<file path="src/rtl/p09_level_loader.sv">
// Level loader: fetches NUM_ROWS block rows and streams them to the game as 16-bit SPI mode-0 words.
// Optional miso readback into state_out is enabled by defining P09_LEVEL_LOADER_READBACK_EN.
//
// state  | meaning
// IDLE   | waiting for start, ss high
// STOP   | sending the stop-game word
// FETCH  | row_req high, waiting for row_valid (sck held low)
// WRITE  | sending the write-line word for the fetched row
// SHIFT  | sending the shift-line word
// GAP    | 2*CLK_DIV idle cycles after a word, ss still low
// FINISH | ss high, then one-cycle done pulse before IDLE
module p09_level_loader #(
  parameter int NUM_ROWS   = 15,
  parameter int CLK_DIV    = 4,
  parameter int STATE_SIZE = 21
) (
  input  logic                  clk,
  input  logic                  rst,
  input  logic                  start,
  input  logic                  stop_game,
  output logic                  busy,
  output logic                  done,
  output logic                  row_req,
  input  logic                  row_valid,
  input  logic [12:0]           row_data,
  output logic                  sck,
  output logic                  ss,
  output logic                  mosi,
  input  logic                  miso,
  output logic [STATE_SIZE-1:0] state_out,
  output logic                  state_valid
);

  localparam int RW = (NUM_ROWS > 1) ? $clog2(NUM_ROWS) : 1;
  localparam int TW = 9;
  localparam logic [TW-1:0] PHASE_LD = TW'(CLK_DIV - 1);
  localparam logic [TW-1:0] GAP_LD   = TW'(2 * CLK_DIV - 1);
  localparam logic [RW-1:0] ROW_LAST = RW'(NUM_ROWS - 1);
  localparam logic [2:0]    OP_WRITE = 3'b001;
  localparam logic [2:0]    OP_SHIFT = 3'b010;
  localparam logic [2:0]    OP_STOP  = 3'b011;

  typedef enum logic [2:0] {IDLE, STOP, FETCH, WRITE, SHIFT, GAP, FINISH} state_t;

  state_t        state, state_nxt;
  state_t        last_word, last_word_nxt;
  logic [TW-1:0] tmr, tmr_nxt;
  logic [3:0]    bit_idx, bit_idx_nxt;
  logic [15:0]   tx_word, tx_word_nxt;
  logic [RW-1:0] row_cnt, row_cnt_nxt;
  logic          sck_nxt, ss_nxt, mosi_nxt, busy_nxt, done_nxt, row_req_nxt;
  logic          load_word;
  logic [15:0]   load_val;

  always_ff @(posedge clk) begin
    if (rst) begin
      state     <= IDLE;
      last_word <= IDLE;
      tmr       <= '0;
      bit_idx   <= '0;
      tx_word   <= '0;
      row_cnt   <= '0;
      sck       <= 1'b0;
      ss        <= 1'b1;
      mosi      <= 1'b0;
      busy      <= 1'b0;
      done      <= 1'b0;
      row_req   <= 1'b0;
    end else begin
      state     <= state_nxt;
      last_word <= last_word_nxt;
      tmr       <= tmr_nxt;
      bit_idx   <= bit_idx_nxt;
      tx_word   <= tx_word_nxt;
      row_cnt   <= row_cnt_nxt;
      sck       <= sck_nxt;
      ss        <= ss_nxt;
      mosi      <= mosi_nxt;
      busy      <= busy_nxt;
      done      <= done_nxt;
      row_req   <= row_req_nxt;
    end
  end

  always_comb begin
    state_nxt     = state;
    last_word_nxt = last_word;
    tmr_nxt       = tmr;
    bit_idx_nxt   = bit_idx;
    tx_word_nxt   = tx_word;
    row_cnt_nxt   = row_cnt;
    sck_nxt       = sck;
    ss_nxt        = ss;
    mosi_nxt      = mosi;
    busy_nxt      = busy;
    done_nxt      = 1'b0;
    row_req_nxt   = 1'b0;
    load_word     = 1'b0;
    load_val      = 16'h0000;

    unique case (state)
      IDLE: begin
        if (start) begin
          busy_nxt    = 1'b1;
          ss_nxt      = 1'b0;
          row_cnt_nxt = '0;
          if (stop_game) begin
            state_nxt = STOP;
            load_word = 1'b1;
            load_val  = {OP_STOP, 13'h0000};
          end else begin
            state_nxt   = FETCH;
            row_req_nxt = 1'b1;
          end
        end
      end
      FETCH: begin
        if (row_valid) begin
          state_nxt = WRITE;
          load_word = 1'b1;
          load_val  = {OP_WRITE, row_data};
        end else begin
          row_req_nxt = 1'b1;
        end
      end
      // Each bit: CLK_DIV cycles low (mosi settles), then CLK_DIV cycles high.
      STOP, WRITE, SHIFT: begin
        if (tmr != '0) begin
          tmr_nxt = tmr - 1'b1;
        end else if (!sck) begin
          sck_nxt = 1'b1;
          tmr_nxt = PHASE_LD;
        end else if (bit_idx == 4'd0) begin
          sck_nxt       = 1'b0;
          mosi_nxt      = 1'b0;
          tmr_nxt       = GAP_LD;
          last_word_nxt = state;
          state_nxt     = GAP;
        end else begin
          sck_nxt     = 1'b0;
          bit_idx_nxt = bit_idx - 4'd1;
          mosi_nxt    = tx_word[bit_idx - 4'd1];
          tmr_nxt     = PHASE_LD;
        end
      end
      GAP: begin
        if (tmr != '0) begin
          tmr_nxt = tmr - 1'b1;
        end else if (last_word == WRITE) begin
          state_nxt = SHIFT;
          load_word = 1'b1;
          load_val  = {OP_SHIFT, 13'h0000};
        end else if (last_word == STOP) begin
          state_nxt   = FETCH;
          row_req_nxt = 1'b1;
        end else if (row_cnt == ROW_LAST) begin
          state_nxt = FINISH;
          ss_nxt    = 1'b1;
        end else begin
          row_cnt_nxt = row_cnt + 1'b1;
          state_nxt   = FETCH;
          row_req_nxt = 1'b1;
        end
      end
      // First FINISH cycle raises done; the second returns to IDLE, so start never meets done.
      FINISH: begin
        if (!done) begin
          done_nxt = 1'b1;
        end else begin
          state_nxt = IDLE;
          busy_nxt  = 1'b0;
        end
      end
      default: begin
        state_nxt = IDLE;
      end
    endcase

    if (load_word) begin
      tx_word_nxt = load_val;
      bit_idx_nxt = 4'd15;
      mosi_nxt    = load_val[15];
      sck_nxt     = 1'b0;
      tmr_nxt     = PHASE_LD;
    end
  end

`ifdef P09_LEVEL_LOADER_READBACK_EN
  localparam int CW = $clog2(STATE_SIZE + 1);

  logic [CW-1:0] cap_cnt;
  logic          sck_rise;
  logic          start_ok;

  assign sck_rise = sck_nxt & ~sck;
  assign start_ok = (state == IDLE) & start;

  // miso is sampled on the clk edge that drives sck high.
  always_ff @(posedge clk) begin
    if (rst) begin
      state_out   <= '0;
      state_valid <= 1'b0;
      cap_cnt     <= '0;
    end else if (start_ok) begin
      state_out   <= '0;
      state_valid <= 1'b0;
      cap_cnt     <= '0;
    end else begin
      if (sck_rise && (cap_cnt != CW'(STATE_SIZE))) begin
        state_out <= {state_out[STATE_SIZE-2:0], miso};
        cap_cnt   <= cap_cnt + 1'b1;
      end
      if (done_nxt) begin
        state_valid <= 1'b1;
      end
    end
  end
`else
  logic unused_miso;

  assign unused_miso = miso;
  assign state_out   = '0;
  assign state_valid = 1'b0;
`endif

endmodule

</file>
<file path="config.mk">
export PLATFORM = sky130hd
export DESIGN_NAME = p09_level_loader
export DESIGN_NICKNAME = d
export VERILOG_FILES = /design/src/rtl/p09_level_loader.sv
export SDC_FILE = /design/constraint.sdc
export NUM_CORES = 1
export LEC_CHECK = 0
export BUFFER_PORTS_ARGS = -buffer_cell sky130_fd_sc_hd__buf_4
export CAP_MARGIN = 0
export CORE_UTILIZATION = 45
export DETAILED_ROUTE_END_ITERATION = 16
export HOLD_SLACK_MARGIN = 0.1
export PLACE_DENSITY = 0.75
export SLEW_MARGIN = 20
export SYNTH_ARGS = -nofsm -noshare
export SYNTH_HDL_FRONTEND = slang
export SYNTH_SLANG_ARGS = --single-unit
</file>
<file path="constraint.sdc">
create_clock -name clk -period 6.35 [get_ports clk]
set_input_delay 0.3175 -clock clk [delete_from_list [all_inputs] [get_ports clk]]
set_output_delay 0.3175 -clock clk [all_outputs]
set_load 0.005 [all_outputs]
</file>
==> results of run 1 <==
cell usage after synthesis, drive strengths merged, types with 5 or more instances:
library cell,number,area [sq um]
dfxtp,44,881
buf,24,175
nand2,24,90.1
a21oi,22,110
nor2,19,71.3
a22o,13,114
inv,10,37.5
clkbuf,8,30.0
nand3,8,40.0
o21ai,7,35.0
or3,5,33.8
or4,5,41.3
flip-flops by register name, summed over array words and instances (netlist names):
signal and count:
ss 1, last_word 3, sck 1, bit_idx 4
row_req 1, tx_word 15, mosi 1, busy 1
done 1, tmr 9, row_cnt 4, state 3
how the worst max path moves through the flow:
stage	from	to	slack, ns	cells past startpoint
after floorplan	tmr[0]$_SDFFE_PP0P_	row_cnt[3]$_SDFFE_PP0P_	4.17	7
after global placement	state[1]$_SDFFE_PP0P_	tmr[7]$_SDFFE_PP0P_	3.85	5
after detailed placement	state[1]$_SDFFE_PP0P_	tmr[7]$_SDFFE_PP0P_	3.83	5
after CTS	state[1]$_SDFFE_PP0P_	tmr[7]$_SDFFE_PP0P_	3.81	5
after global routing	state[1]$_SDFFE_PP0P_	tmr[7]$_SDFFE_PP0P_	3.52	5
final	state[1]$_SDFFE_PP0P_	tmr[7]$_SDFFE_PP0P_	3.81	5
cells in the final DEF (no fill, tap or decap), drive strengths merged, types with 3 or more instances in the layout:
| master | count |
|---|---|
| o21ai | 7 |
| nor3 | 4 |
| conb | 22 |
| nand3 | 8 |
| dfxtp | 44 |
| a31oi | 4 |
| mux4 | 3 |
| clkbuf | 5 |
| xor2 | 4 |
| nand4 | 4 |
| nand3b | 4 |
| nor2 | 19 |
| a22o | 13 |
| or4 | 5 |
| nor4 | 3 |
| inv | 11 |
| or3 | 5 |
| xnor2 | 4 |
| nand2b | 4 |
| o31ai | 4 |
| buf | 24 |
| a21oi | 22 |
| ha | 4 |
| nand2 | 24 |
logic make-up (layout without fill, tap and decap cells):
logic type | Yosys count | in the layout | share of synthesized area, %
simple gates | 94 | 94 | 22.3
compound gates | 65 | 65 | 19.5
flops | 44 | 44 | 38.4
buf+inv | 42 | 42 | 10.6
xor+xnor | 8 | 8 | 3.05
mux | 5 | 5 | 3.87
fa+ha+maj | 4 | 4 | 2.18
other cells | 1 | 22 | 0.163
through the flow:
stage	total power, mW	instances	util (%)
final	0.722	351	53.0
after global routing	0.767	351	53.0
after CTS	0.729	351	53.0
after detailed placement	0.506	343	50.6
after global placement	0.501	343	50.6
after floorplan	0.468	284	-
layer usage:
layer	track usage, %	vias to the layer above
met5	0	-
met2	29.8	54
met4	6.41	0
met1	25.0	886
li1	-	961
met3	3.98	4
layout make-up:
class | count | area [sq um] | share of cell area (%)
clock buffers | 5 | 68.8 | 2.69
multi-input cells | 198 | 1260 | 49.2
clock inverters | 3 | 46.3 | 1.81
repair buffers | 24 | 180 | 7.06
well taps | 67 | 83.8 | 3.28
flip-flops and latches | 44 | 881 | 34.5
inverters | 10 | 37.5 | 1.47
where the power goes:
part           internal, mW  total, mW  switching [mW]
combinational        0.0743      0.175           0.100
sequential            0.298      0.327          0.0287
clock                 0.119      0.220           0.102
==> metrics.md, run 1 <==
| Metric | Value |
|---|---|
| Post-Synthesis Cells | `263` |
| Unrepaired setup endpoints after global routing | `no` |
| Setup Viol. Count Final | `0` |
| Worst path cell trace | `nand3b_1, a21oi_1, a211oi_2, nand2_1, a21oi_1` |
| Dpl cell area | `0.00244 sq mm` |
| Worst min path class | `input pin to flip-flop` |
| Worst skew pair latency | `0.30 ns` |
| CTS Hold Buffers Added | `0` |
| Post-synthesis register bit count | `44` |
| Setup WS post-layout | `3.81 ns` |
| First-pass GRT wire length | `7690 um` |
| Synthesis-to-layout area growth | `11.2%` |
| Largest net degree at the start of global routing | `25` |
| DRC marker count from the first detailed-route iteration | `106` |
| Crit path top cell by count | `a21oi_1` |
| Slowest CP cell | `a211oi_2` |
| M1 wire length | `2260 um` |
| Maximum vdd ir drop | `0.186 mV` |
| Ys async rst share | `0%` |
| WL met3 | `199 um` |
| RR Endpoint | `tmr[7]$_SDFFE_PP0P_` |
| Most used flip-flop cell after synthesis | `dfxtp_1` |
| Port Buf Inserts | `23` |
| Final net count | `306` |
| Slew Viols, Final | `0` |
| Number of fillers in the final layout | `472` |
| Final clock skew | `0.00935 ns` |
| Unique cell type count in the Yosys netlist | `52` |
| Setup TNS Final | `0 ns` |
| Worst slew margin | `32.0%` |
| Status | `finished clean` |
| PD cells | `283 mW/mm^2` |
| Row count | `25` |
| Worst EP required | `6.58 ns` |
| CTS buffer count | `5` |
| Static Leakage | `1.00 nW` |
| CP Capture Type | `flip-flop` |
| DP HPWL | `3370 um` |
| Remaining global-route overflow | `0` |
| Root Buffer | `clkbuf_8` |
| Die Wd | `73.4 um` |
| Period utilization | `40.0%` |
| Die Footprint | `0.00539 sq mm` |
| CTS tree | `built` |
| Layout cells sized above 1 | `16.2%` |
| Vias in the first global route | `1677` |
| Clock net sink count | `44` |
| Maxcap violations | `0` |
| Drt pass-1 iters | `4` |
| Setup slack at placement | `3.83 ns` |
| Max Clk Rate | `394 MHz` |
| Die Ht | `73.4 um` |
| Hold path depth | `2` |
| Mapped Avg Cell Area | `8.73 sq um` |
| R2r startpoint | `state[1]$_SDFFE_PP0P_` |
| Crit-path max FO | `24` |
| Worst Reg-to-Reg Cells | `5` |
| Critical path startpoint category | `flip-flop` |
| R2r setup slk | `3.81 ns` |
| Setup bufs post-CTS | `0` |
| CTS H-tree depth | `2` |
| Setup CP Type | `flip-flop to flip-flop` |
| Number of synthesized flops with an enable pin | `0` |
| I/O Pins | `47` |
| Worst hold path endpoint | `tx_word[1]$_SDFFE_PP0P_` |
| Cts repair resizes | `0` |
| Antenna violations before repair | `0` |
| Total number of yosys warnings | `0` |
| Post-synth design cell area | `0.00230 sq mm` |
| Worst Hold Launch | `row_data[1]` |
| Final ANT Viol Nets | `0` |
| Initial Utilization | `47.7%` |
| Post-layout instance area | `0.00255 sq mm` |
| Worst path bufs/invs | `0` |
| Reg clk slew, reported paths | `0.09 ns` |
| WL met2 | `2110 um` |
| Crit-path leading delay family | `compound AO/OA/AOI/OAI gates` |
| Final hold viol count | `0` |
| Core footprint | `0.00482 sq mm` |
| Number of diodes | `0` |
| Sequential area share after synthesis | `38.4%` |
| Detailed-route via count | `1905` |
| WHS | `0.215 ns` |
| Final min period | `2.54 ns` |
| Gr usage total | `18.7%` |
| GPL Wtd Cong | `0.854` |
| DRC Markers | `0` |
| DR top layer | `met4` |
| Vias/cell | `5.43` |
| Clock tree buffer depth | `2` |
| Worst slew pin tran | `1.02 ns` |
| Crit path DAT | `2.77 ns` |
| Slowest stage delay, CP | `0.87 ns` |
| DR WL/cell | `13.2 um` |
| Final WL | `4620 um` |
(Power assumes the default switching activity.)
==> run 2: changes to the inputs <==
==> constraint.sdc (replaced) <==
create_clock -name clk -period 2.5 [get_ports clk]
set_input_delay 0.125 -clock clk [delete_from_list [all_inputs] [get_ports clk]]
set_output_delay 0.125 -clock clk [all_outputs]
set_load 0.005 [all_outputs]
==> metrics.md, run 2 (same netlist as run 1, synthesis figures left out) <==
| Metric | Value |
|---|---|
| Setup CP Type | `flip-flop to flip-flop` |
| DR WL/cell | `13.0 um` |
| Root Buffer | `clkbuf_8` |
| Die Wd | `73.4 um` |
| Maximum vdd ir drop | `0.433 mV` |
| Worst EP required | `2.73 ns` |
| Area of the multi-input gates | `0.00126 sq mm` |
| Setup WS post-layout | `0.217 ns` |
| Final clock skew | `0.00558 ns` |
| Die Footprint | `0.00539 sq mm` |
| Reg area | `881 sq um` |
| Met2 Use GR | `30.2%` |
| Setup slack at placement | `0.110 ns` |
| Post-layout instance area | `0.00277 sq mm` |
| Critical path startpoint category | `flip-flop` |
| Setup TNS Final | `0 ns` |
| Final WL | `4870 um` |
| Period utilization | `91.3%` |
| Worst skew pair latency | `0.29 ns` |
| DRC marker count from the first detailed-route iteration | `103` |
| PD cells | `681 mW/mm^2` |
| Synthesis-to-layout area growth | `20.5%` |
| I/O Pins | `47` |
| CTS tree | `built` |
| Final net count | `330` |
| GR peak layer | `met2` |
| Antenna violations before repair | `0` |
| Worst Hold Launch | `stop_game` |
| Initial Utilization | `47.7%` |
| Maxcap violations | `0` |
| DRC Markers | `0` |
| Cts repair resizes | `0` |
| R2r startpoint | `tmr[0]$_SDFFE_PP0P_` |
| Crit path DAT | `2.52 ns` |
| Status | `finished clean` |
| Number of diodes | `0` |
| Clock tree buffer depth | `2` |
| Commonest non-fill, non-tap cell in the layout | `dfxtp_1` |
| Unrepaired setup endpoints after global routing | `no` |
| Biggest register | `tx_word` |
| First-pass GRT wire length | `7920 um` |
| CTS H-tree depth | `2` |
| Core footprint | `0.00482 sq mm` |
| GR Util met3 | `4.12%` |
| Gr usage total | `19.1%` |
| CTS buffer count | `5` |
| Clock net sink count | `44` |
| Dpl cell area | `0.00250 sq mm` |
| Layout cells sized above 1 | `18.5%` |
| DP HPWL | `3310 um` |
| Port Buf Inserts | `23` |
| Die Ht | `73.4 um` |
| Worst slew margin | `55.9%` |
| Worst min path class | `input pin to flip-flop` |
| CP Capture Type | `flip-flop` |
| Row count | `25` |
| Final hold viol count | `0` |
| Max reg flops | `15` |
| Drt pass-1 iters | `4` |
| Final ANT Viol Nets | `0` |
| Met1 usage | `25.8%` |
| Vias/cell | `5.25` |
| Worst slew pin tran | `0.660 ns` |
| Final min period | `2.28 ns` |
| Max Clk Rate | `438 MHz` |
| Final Util | `57.4%` |
| Slew Viols, Final | `0` |
| Remaining global-route overflow | `0` |
| Top flop regs | `tx_word (15), tmr (9)` |
| Worst setup path startpoint | `tmr[0]$_SDFFE_PP0P_` |
| Worst Reg-to-Reg Cells | `7` |
| Vias in the first global route | `1775` |
| Most frequent cells in the layout | `dfxtp_1, buf_4, nand2_1` |
| Number of fillers in the final layout | `451` |
| Reg clk slew, reported paths | `0.09 ns` |
| Crit-path max FO | `8` |
| Detailed-route via count | `1968` |
| GPL Wtd Cong | `0.818` |
| Static Leakage | `1.11 nW` |
| WHS | `0.153 ns` |
| Hold path depth | `3` |
| Setup Viol. Count Final | `0` |
| Largest net degree at the start of global routing | `21` |
## run 2: changes by cell type in the layout (fill, tap and decap cells not counted), sizes merged
cell / previous run / this run
buf: 24 / 35
dlygate4sd3: 0 / 13
## run 2: layer usage
metal / routed length, um / up-vias
li1: - / 999
met2: 2250 / 42
met5: 0 / -
met3: 185 / 5
met1: 2390 / 922
met4: 36 / 0
## run 2: cell type report
class | instances | area share, %
Tap cell | 67 | 3.03
Timing Repair Buffer | 48 | 14.2
Sequential cell | 44 | 31.8
Clock inverter | 3 | 1.67
Inverter | 10 | 1.36
Multi-Input combinational cell | 198 | 45.4
Clock buffer | 5 | 2.49
## run 2: critical path: stages (launching register included)
cell	delay (ns)
dfxtp_1	0.33
inv_1	0.07
ha_1	0.20
or4b_4	0.53
nor3_4	0.25
a32oi_2	0.20
or4_1	0.49
a21oi_1	0.14
## run 2: where the power goes
group	internal, mW	leakage (nW)	switching, mW
Sequential	0.758	0.358	0.0598
Clock	0.301	0.0548	0.251
Combinational	0.237	0.699	0.278
## run 2: what timing repair did
action / 4_1_cts / 5_1_grt
endpoints found under the setup margin: 0 / 3
buffers inserted: 0 / 3
hold buffers: 13 / 0
endpoints found under the hold margin: 13 / 0
## run 2: per-stage QoR
step           instances  power (mW)
2_1_floorplan        284        1.19
3_3_place_gp         351        1.32
3_5_place_dp         351        1.32
4_1_cts              372        1.90
5_1_grt              375        2.01
6_report             375        1.88
## run 2: final timing paths
| path | end | slack [ns] |
|---|---|---|
| max reg2reg | row_cnt[3]$_SDFFE_PP0P_ | 0.22 |
| min reg2reg | last_word[1]$_SDFFE_PP0P_ | 0.47 |
| max | row_cnt[3]$_SDFFE_PP0P_ | 0.22 |
| min | tx_word[14]$_SDFFE_PP0P_ | 0.15 |
==> run 3: changes to the inputs <==
--- a/config.mk
+++ b/config.mk
@@ -5,12 +5,12 @@
 export SDC_FILE = /design/constraint.sdc
 export NUM_CORES = 1
 export LEC_CHECK = 0
-export BUFFER_PORTS_ARGS = -buffer_cell sky130_fd_sc_hd__buf_4
 export CAP_MARGIN = 0
 export CORE_UTILIZATION = 45
 export DETAILED_ROUTE_END_ITERATION = 16
+export DONT_BUFFER_PORTS = 1
 export HOLD_SLACK_MARGIN = 0.1
-export PLACE_DENSITY = 0.75
+export PLACE_DENSITY = 0.67
 export SLEW_MARGIN = 20
 export SYNTH_ARGS = -nofsm -noshare
 export SYNTH_HDL_FRONTEND = slang
==> metrics.md, run 3 (same netlist as run 1, synthesis figures left out) <==
| Metric | Value |
|---|---|
| Crit path DAT | `2.60 ns` |
| Initial Utilization | `47.7%` |
| Final ANT Viol Nets | `0` |
| Worst slew pin tran | `0.729 ns` |
| DP HPWL | `3460 um` |
| Commonest non-fill, non-tap cell in the layout | `dfxtp_1` |
| Drt pass-1 iters | `4` |
| Synthesis-to-layout area growth | `13.8%` |
| Layout cells sized above 1 | `11.8%` |
| Worst skew pair latency | `0.30 ns` |
| Worst EP required | `2.74 ns` |
| Reg clk slew, reported paths | `0.09 ns` |
| Worst path cell trace | `inv_1, ha_1, or4b_4, nor3_4, a32oi_2, or4_1, a21oi_1` |
| Worst min path class | `input pin to flip-flop` |
| Row count | `25` |
| CTS buffer count | `5` |
| Clock net sink count | `44` |
| Maxcap violations | `0` |
| Final hold viol count | `0` |
| Remaining global-route overflow | `0` |
| Setup bufs post-CTS | `0` |
| Vias in the first global route | `1680` |
| Die Wd | `73.4 um` |
| Final clock skew | `0.00508 ns` |
| PD cells | `685 mW/mm^2` |
| DRC Markers | `0` |
| Final net count | `310` |
| Worst path bufs/invs | `1` |
| Static Leakage | `1.00 nW` |
| Setup CP Type | `flip-flop to flip-flop` |
| Setup TNS Final | `0 ns` |
| Reg area | `881 sq um` |
| CP Capture Type | `flip-flop` |
| Worst Reg-to-Reg Cells | `7` |
| Slowest stage delay, CP | `0.52 ns` |
| Tot Pwr | `1.79 mW` |
| Detailed-route via count | `1946` |
| First-pass GRT wire length | `7870 um` |
| Slew Viols, Final | `0` |
| Die Footprint | `0.00539 sq mm` |
| Max reg flops | `15` |
| CP Depth | `7` |
| Core footprint | `0.00482 sq mm` |
| WHS | `0.141 ns` |
| Critical path startpoint category | `flip-flop` |
| Unrepaired setup endpoints after global routing | `no` |
| Maximum vdd ir drop | `0.409 mV` |
| Post-layout instance area | `0.00261 sq mm` |
| Clock tree buffer depth | `2` |
| Setup Viol. Count Final | `0` |
| Final WL | `5020 um` |
| Max Clk Rate | `424 MHz` |
| DRC marker count from the first detailed-route iteration | `104` |
| Most frequent cells in the layout | `dfxtp_1, nand2_1, a21oi_1, conb_1, nor2_1` |
| CTS H-tree depth | `2` |
| Crit-path max FO | `8` |
| DR WL/cell | `14.1 um` |
| Number of diodes | `0` |
| Period utilization | `94.3%` |
| Final min period | `2.36 ns` |
| Biggest register | `tx_word` |
| Root Buffer | `clkbuf_8` |
| Slowest CP cell | `or4b_4` |
| Status | `finished clean` |
| Gr usage total | `19.6%` |
| Top flop regs | `tx_word (15), tmr (9)` |
| Dpl cell area | `0.00235 sq mm` |
| GPL Wtd Cong | `0.868` |
| Crit-path leading delay family | `simple AND/OR/NAND/NOR gates` |
| Number of fillers in the final layout | `454` |
| Vias/cell | `5.48` |
| I/O Pins | `47` |
| Area of the multi-input gates | `0.00126 sq mm` |
| Largest net degree at the start of global routing | `19` |
| Hold path depth | `4` |
| Die Ht | `73.4 um` |
| Antenna violations before repair | `0` |
| Port Buf Inserts | `0` |
| Worst slew margin | `50.7%` |
| CTS tree | `built` |
-- run 3: cell types whose count changed in the layout (fill, tap and decap cells not counted), sizes merged --
cell,delta
dlygate4sd3,+3
buf,-23
inv,-1
clkinvlp,+1
clkbuf,+1
bufinv,-1
-- run 3: what timing repair did --
action                     4_1_cts  5_1_grt
hold buffers                    15        1
setup endpoints to repair        0        4
gates resized for setup          0        1
hold endpoints to repair        36        2
-- run 3: routing by layer --
metal	wire length (um)	global-route usage [%]
met5	0	0
met4	138	9.83
met3	280	5.62
met2	2300	29.6
met1	2300	25.4
-- run 3: stage by stage --
| step | util [%] | worst slack [ns] | cells |
|---|---|---|---|
| 2_1_floorplan | - | 0.324 | 284 |
| 3_3_place_gp | 48.8 | 0.117 | 331 |
| 3_5_place_dp | 48.8 | 0.120 | 331 |
| 4_1_cts | 53.9 | 0.102 | 354 |
| 5_1_grt | 54.3 | 0.0359 | 355 |
| 6_report | 54.3 | 0.144 | 355 |
-- run 3: power by group --
| group | leakage, nW | switching [mW] | total (mW) | internal, mW |
|---|---|---|---|---|
| sequential | 0.358 | 0.0592 | 0.817 | 0.758 |
| combinational | 0.600 | 0.277 | 0.494 | 0.218 |
| clock | 0.0434 | 0.254 | 0.478 | 0.224 |
| total | 1.00 | 0.590 | 1.79 | 1.20 |
-- run 3: cell type report --
type                            count  share of cell area [%]
Multi-Input combinational cell    198                    48.3
Clock buffer                        6                    3.16
Tap cell                           67                    3.21
Timing Repair Buffer               28                    9.57
Clock inverter                      2                   0.574
Inverter                           10                    1.44
Sequential cell                    44                    33.7
-- run 3: worst paths after layout --
kind / from / endpoint / slack (ns)
hold / removal: start / row_req$_SDFF_PP0_ / 0.14
setup / recovery: tmr[0]$_SDFFE_PP0P_ / row_cnt[3]$_SDFFE_PP0P_ / 0.14
hold reg to reg: last_word[1]$_SDFFE_PP0P_ / last_word[1]$_SDFFE_PP0P_ / 0.47
setup reg to reg: tmr[0]$_SDFFE_PP0P_ / row_cnt[3]$_SDFFE_PP0P_ / 0.14
-- run 3: worst min-delay path, cell delays in order --
cell     delay, ns
nand2_1       0.03
o21ai_0       0.07
a22oi_1       0.08
nor2_1        0.10
